--- src/rtl/split_bus_arbiter.sv ---
// split_bus_arbiter: round-robin bus arbiter that parks split transactions and
// re-grants the parked initiator on split_req_i, with a stall watchdog.
module split_bus_arbiter #(
  parameter int NUM_INIT       = 2,
  parameter int TIMEOUT_CYCLES = 255,
  localparam int IDXW = (NUM_INIT > 1) ? $clog2(NUM_INIT) : 1,
  localparam int CW   = (TIMEOUT_CYCLES > 0) ? $clog2(TIMEOUT_CYCLES + 1) : 1
) (
  input  logic                clk,
  input  logic                rst_n,
  input  logic [NUM_INIT-1:0] init_req_i,
  output logic [NUM_INIT-1:0] init_grant_o,
  input  logic                bus_ack_i,
  input  logic                bus_split_ack_i,
  input  logic                split_req_i,
  output logic                split_grant_o,
  output logic                bus_busy_o,
  output logic [IDXW-1:0]     grant_idx_o,
  output logic                split_pending_o,
  output logic [IDXW-1:0]     split_owner_o,
  output logic                timeout_o,
  output logic                protocol_err_o
);
  typedef enum logic [1:0] {IDLE, BUSY, SPLIT} state_t;
  state_t              state_q;
  logic [NUM_INIT-1:0] init_grant_q, elig;
  logic [IDXW-1:0]     grant_idx_q, split_owner_q, last_q, win, idx;
  logic [CW-1:0]       cnt_q;
  logic                split_grant_q, bus_busy_q, split_pending_q, timeout_q, protocol_err_q;
  logic                wd_fire;
  assign init_grant_o    = init_grant_q;
  assign split_grant_o   = split_grant_q;
  assign bus_busy_o      = bus_busy_q;
  assign grant_idx_o     = grant_idx_q;
  assign split_pending_o = split_pending_q;
  assign split_owner_o   = split_owner_q;
  assign timeout_o       = timeout_q;
  assign protocol_err_o  = protocol_err_q;
  assign wd_fire = (TIMEOUT_CYCLES != 0) && (cnt_q == CW'(TIMEOUT_CYCLES - 1)) && !bus_ack_i;
  // Descending scan so the closest set bit after last_q is the final winner.
  always_comb begin
    elig = init_req_i;
    if (split_pending_q) elig[split_owner_q] = 1'b0;
    win = '0;
    idx = '0;
    for (int k = NUM_INIT; k >= 1; k--) begin
      idx = IDXW'((int'(last_q) + k) % NUM_INIT);
      if (elig[idx]) win = idx;
    end
  end
  always_ff @(posedge clk or negedge rst_n) begin
    if (!rst_n) begin
      state_q         <= IDLE;
      init_grant_q    <= '0;
      split_grant_q   <= 1'b0;
      bus_busy_q      <= 1'b0;
      grant_idx_q     <= '0;
      split_pending_q <= 1'b0;
      split_owner_q   <= '0;
      timeout_q       <= 1'b0;
      protocol_err_q  <= 1'b0;
      last_q          <= IDXW'(NUM_INIT - 1);
      cnt_q           <= '0;
    end else begin
      timeout_q      <= 1'b0;
      protocol_err_q <= 1'b0;
      cnt_q          <= cnt_q + 1'b1;
      case (state_q)
        IDLE: begin
          cnt_q <= '0;
          if (split_pending_q && split_req_i) begin
            state_q       <= SPLIT;
            split_grant_q <= 1'b1;
            bus_busy_q    <= 1'b1;
            init_grant_q  <= NUM_INIT'(1) << split_owner_q;
            grant_idx_q   <= split_owner_q;
          end else if (|elig) begin
            state_q      <= BUSY;
            bus_busy_q   <= 1'b1;
            init_grant_q <= NUM_INIT'(1) << win;
            grant_idx_q  <= win;
            last_q       <= win;
          end
        end
        BUSY: begin
          if (bus_ack_i || bus_split_ack_i || !init_req_i[grant_idx_q] || wd_fire) begin
            state_q      <= IDLE;
            bus_busy_q   <= 1'b0;
            init_grant_q <= '0;
          end
          if (!bus_ack_i && bus_split_ack_i) begin
            if (split_pending_q) protocol_err_q <= 1'b1;
            else begin
              split_pending_q <= 1'b1;
              split_owner_q   <= grant_idx_q;
            end
          end else if (init_req_i[grant_idx_q] && wd_fire) timeout_q <= 1'b1;
        end
        SPLIT: begin
          protocol_err_q <= bus_split_ack_i;
          timeout_q      <= wd_fire;
          if (bus_ack_i || wd_fire) begin
            state_q         <= IDLE;
            bus_busy_q      <= 1'b0;
            split_grant_q   <= 1'b0;
            init_grant_q    <= '0;
            split_pending_q <= 1'b0;
          end
        end
        default: state_q <= IDLE;
      endcase
    end
  end
endmodule

--- config.mk ---
export PLATFORM = sky130hd
export DESIGN_NAME = split_bus_arbiter
export DESIGN_NICKNAME = d
export VERILOG_FILES = /design/src/rtl/split_bus_arbiter.sv
export SDC_FILE = /design/constraint.sdc
export NUM_CORES = 1
export LEC_CHECK = 0
export CAP_MARGIN = 20
export CORE_MARGIN = 5
export CORE_UTILIZATION = 40
export CTS_BUF_LIST = sky130_fd_sc_hd__clkbuf_8
export CTS_CLUSTER_SIZE = 10
export DETAILED_ROUTE_END_ITERATION = 8
export PLACE_DENSITY = 0.6
export SLEW_MARGIN = 20
export SYNTH_ARGS = -nofsm -noshare
export SYNTH_HDL_FRONTEND = slang
export SYNTH_SLANG_ARGS = --single-unit
--- constraint.sdc ---
create_clock -name clk -period 2.9 [get_ports clk]
set_input_delay 0.29 -clock clk [delete_from_list [all_inputs] [get_ports clk]]
set_output_delay 0.29 -clock clk [all_outputs]
set_load 0.01 [all_outputs]
# --- Yosys cells after proc, flatten, opt, wreduce, memory -nomap -nowiden ---
# Index checks and enable logic that the tools add are counted.
classes:
  add_sub_neg: 3
  magnitude_cmp: 5
  eq_ne: 8
  n_shift: 2
  muxes: 37
  bitwise: 4
  reduce_logical: 24
op_table:
  columns: ["op", "count"]
  rows:
  - ["$mux W1", 21]
  - ["$reduce_and A3 Y1", 5]
  - ["$mux W2", 7]
  - ["$pmux W2 S3", 2]
  - ["$add A8 B1 Y8 const B", 1]
  - ["$eq A8 B8 Y1 const B", 1]
  - ["$lt A1 B2 Y1 const B", 4]
  - ["$mux W8", 1]
  - ["$ne A2 B2 Y1 const B", 4]
  - ["$pmux W1 S2", 4]
  - ["$reduce_bool A2 Y1", 3]
  - ["$logic_and A1 B1 Y1", 5]
  - ["$logic_or A1 B1 Y1", 4]
  - ["$reduce_and A4 Y1", 1]
  - ["$shl A1 B1 Y2 const A", 2]
  - ["$ne A3 B3 Y1 const B", 1]
  - ["$pmux W1 S3", 1]
  - ["$reduce_bool A3 Y1", 1]
  - ["$add A1 B1 Y1 const B", 2]
  - ["$and A2 B2 Y2", 1]
  - ["$eq A2 B1 Y1 const B", 1]
  - ["$eq A2 B2 Y1 const B", 1]
  - ["$logic_not A1 Y1", 2]
  - ["$logic_not A2 Y1", 1]
  - ["other kinds (6)", 7]
word_totals:
  ff_bits: 20
  inputBits: 7
  output_inout_bits: 9
  wordCells: 94

# --- Longest topological paths before layout ---
depth:
  word_depth: 15
  depth_mapped: 6
  mapped_depth_nobuf: 6

# --- Worst setup path after synthesis ---
# Ideal clock, no wire load.
synth_path:
  path_type: "reg2reg"
  from: "reg state_q[0]"
  to: "reg init_grant_q[0] (netlist: init_grant_o[0])"
  setup_time_ps: 125
  t_arrival_ps: 1524
  required_time_ps: 2775
  path_slack_ps: 1251
  path_stages_with_launch: 7
  n_path_buf: 0
  synth_period_minus_slack_ps: 1649
  cell_sequence: "dfrtp_1 inv_1 ha_1 nor4b_1 a31oi_2 o211ai_4 mux2_4"
synth_between:
  elab_chain_len: 3
  elab_cells_between_ends: 9
synth_rtl:
  columns: ["element", "line_no", "source"]
  rows:
  - ["from (decl)", "25", "state_t state_q;"]
  - ["from (signal assigned)", "53", "state_q <= IDLE;"]
  - ["from (signal assigned)", "72", "state_q <= SPLIT;"]
  - ["from (signal assigned)", "78", "state_q <= BUSY;"]
  - ["$eq A2 B2 Y1, or another cell as far along", "68", "case (state_q)"]
  - ["$ne A2 B2 Y1 (no line), or another cell as far along", null, null]
  - ["$reduce_and A4 Y1 (no line)", null, null]
  - ["to (signal assigned)", "75", "init_grant_q <= NUM_INIT'(1) << split_owner_q;"]
  - ["to (signal assigned)", "80", "init_grant_q <= NUM_INIT'(1) << win;"]
  - ["to (decl)", "26", "logic [NUM_INIT-1:0] init_grant_q, elig;"]
# Parallel ways exist; a longest one is shown, timed or not.
# A chain may end at the register's enable or synchronous reset.

# --- Worst setup path in the final report ---
# Same ends and word-level chain as after synthesis.

==> flow_summary.json <==
{
  "drt-total-wl_um": 2010,
  "p_per_area_nw_per_um2": 935,
  "multi_input_area_um2": 576,
  "drt_iter0_markers": 17,
  "synth.top_cell.area_share_pct": 42.7,
  "postCtsHoldBufs": 0,
  "leakagePower_nw": 0.606,
  "rsz0062_at_grt": "false",
  "cts_tree": "done",
  "avgViaCountPerCell": 5.19,
  "cts_buffers": 3,
  "cts.sinks": 20,
  "syn_avg_cell_area_um2": 11.1,
  "grt_max_degree": 21,
  "cts_buffer_depth": 2,
  "die_y_um": 62.7,
  "yosysMostFrequentCell": "dfrtp_1",
  "crit_path_top_delay_cell": "ha_1",
  "crit_path_end_kind": "flip-flop",
  "slew_headroom_pct": 40.3,
  "diodes": 0,
  "cp_max_fo": 15,
  "worst_slack_ns": 0.859,
  "fin_skew_ns": 0.0118,
  "grt_use_total_pct": 11.2,
  "wl_per_cell_um": 13.6,
  "post_cts_buffers": 0,
  "setup_viol": 0,
  "dp_slack_ns": 0.855,
  "maxCapViolCount": 0,
  "grt_pass1_wl_um": 3550,
  "fillers": 250,
  "drc": 0,
  "hold_class": "reg -> reg",
  "io_pins": 16,
  "grt_remaining_overflow": 0,
  "critPathMaxStageDelay_ns": 0.47,
  "fmax_mhz": 490,
  "synth_common_cells": "dfrtp_1 (19), nor2_1 (13), inv_1 (7)",
  "crit_type": "reg -> reg",
  "grt_pass1_vias": 764,
  "row_count": 19,
  "ys_seq_area_share_pct": 45.1,
  "cts-root-buf": "clkbuf_8",
  "cp.arrival_ns": 2.19,
  "drive_gt1_share_pct": 15.4,
  "synthTopCellsByArea": "dfrtp_1 (43%), ha_1 (6.7%), nor2_1 (4.4%), mux2_4 (4.0%), xor2_1 (3.9%)",
  "ant_nets": 0,
  "die_w_um": 62.7,
  "regToRegSetupSlack_ns": 0.86,
  "port_buffers": 15,
  "gp_congestion": 0.803,
  "htreeDepth": 1,
  "cp-start-kind": "flip-flop",
  "hpwl_um": 1530,
  "design_area_um2": 1360,
  "area_delta_synth_final_pct": 22.6,
  "cts_resized": 0,
  "synth_edf_count": 0,
  "syn_area_um2": 1110,
  "num_vias": 768,
  "nNetsFinal": 131,
  "syn_nets": 113,
  "status": "completed",
  "yosys_warnings": 0,
  "maxSlewViolCount": 0,
  "place_area_um2": 1290,
  "core_um2": 2710,
  "ff_latch_area_um2": 502,
  "die_area_um2": 3940,
  "hold-worst-slack_ns": 0.524,
  "synth_cell_types": 36,
  "antenna_found_initial": 0,
  "clock_latency_ns": 0.26,
  "period_share_pct": 70.4,
  "fin_setup_tns_ns": 0,
  "yosys.area.top_type": "dfrtp_1",
  "synthCells": 100,
  "ys.flop_type": "dfrtp_1",
  "async_flop_share_pct": 100,
  "start_util_pct": 41.0,
  "critPathRequiredTime_ns": 3.05,
  "path_clk_slew_ns": 0.08,
  "finalHoldViolCount": 0,
  "worstPathCellList": "inv_1 -> ha_1 -> nor4b_1 -> a31oi_2 -> o211ai_4 -> mux2_4",
  "min_period_ns": 2.04,
  "ys_seq_elements": 20,
  "worstMarginPinSlew_ns": 0.893,
  "vdd_drop_max_mv": 0.538,
  "first_pass_iters": 3
}
## per-layer routing
| layer | wire, µm | global-route usage (%) | vias up |
|---|---|---|---|
| met4 | 16 | 3.18 | 0 |
| met2 | 1070 | 19.7 | 11 |
| li1 | - | - | 389 |
| met1 | 838 | 13.0 | 366 |
| met5 | 0 | 0 | - |
| met3 | 82 | 3.60 | 2 |
## final timing paths
check                            from               to  depth (start not counted)
max                        state_q[0]  init_grant_o[0]                          6
min                        bus_busy_o       bus_busy_o                          2
max reg2reg                state_q[0]  init_grant_o[0]                          6
min reg2reg                bus_busy_o       bus_busy_o                          2
max in group asynchronous       rst_n         cnt_q[4]                          1
min in group asynchronous       rst_n    split_owner_o                          1
## state kept, by name, indices dropped and copies added (netlist names)
name	cells
cnt_q	8
init_grant_o	2
last_q	1
timeout_o	1
state_q	2
grant_idx_o	1
bus_busy_o	1
split_owner_o	1
split_grant_o	1
protocol_err_o	1
split_pending_o	1
## per-stage QoR
step                      cells  total power, mW  utilization, %
after floorplan             100            0.826               -
after global routing        148             1.38            50.3
after detailed placement    144             1.01            47.7
final                       148             1.27            50.3
after global placement      144            0.996            47.7
after CTS                   148             1.29            50.3
## cell families after synthesis
logic type,synth area share (%)
compound gates,15.9
xor+xnor,4.72
fa+ha+maj,6.75
buf+inv,3.15
flops,45.1
mux,8.89
simple gates,15.5
## critical path: cells and delay by family (launching register included)
family | cells | cell delay [ns]
buf+inv | 1 | 0.09
mux | 1 | 0.32
compound gates | 2 | 0.27
flops | 1 | 0.42
simple gates | 1 | 0.36
fa+ha+maj | 1 | 0.47
## layout by cell type (no fill, tap or decap), drive strengths merged
cell	instances
dfrtp	19
clkdlybuf4s50	15
nor2	13
inv	7
ha	6
mux2	6
xor2	5
a21oi	4
o21ai	4
and3	3
nand3	3
and2b	3
clkbuf	3
nand2	2
mux2i	2
o2bb2ai	2
a21boi	2
and4	2
a31oi	2
xnor2	1
a32oi	1
and3b	1
nand4	1
nor4b	1
o211ai	1
nand3b	1
o31ai	1
nor3b	1
o22ai	1
a41o	1
o21bai	1
bufinv	1
dfstp	1
## final cells by class
cell class / instances / share of cell area [%]
Clock buffer: 3 / 3.03
Clock inverter: 1 / 2.20
Inverter: 7 / 1.93
Multi-Input combinational cell: 71 / 42.2
Sequential cell: 20 / 36.8
Tap cell: 31 / 2.84
Timing Repair Buffer: 15 / 11.0
## power by group
part / total (mW) / leakage (nW) / internal [mW] / switching [mW]
clock network: 0.276 / 0.0357 / 0.184 / 0.0915
logic: 0.543 / 0.317 / 0.296 / 0.247
registers: 0.456 / 0.253 / 0.366 / 0.0893
Power figures use the tool's default switching activity.
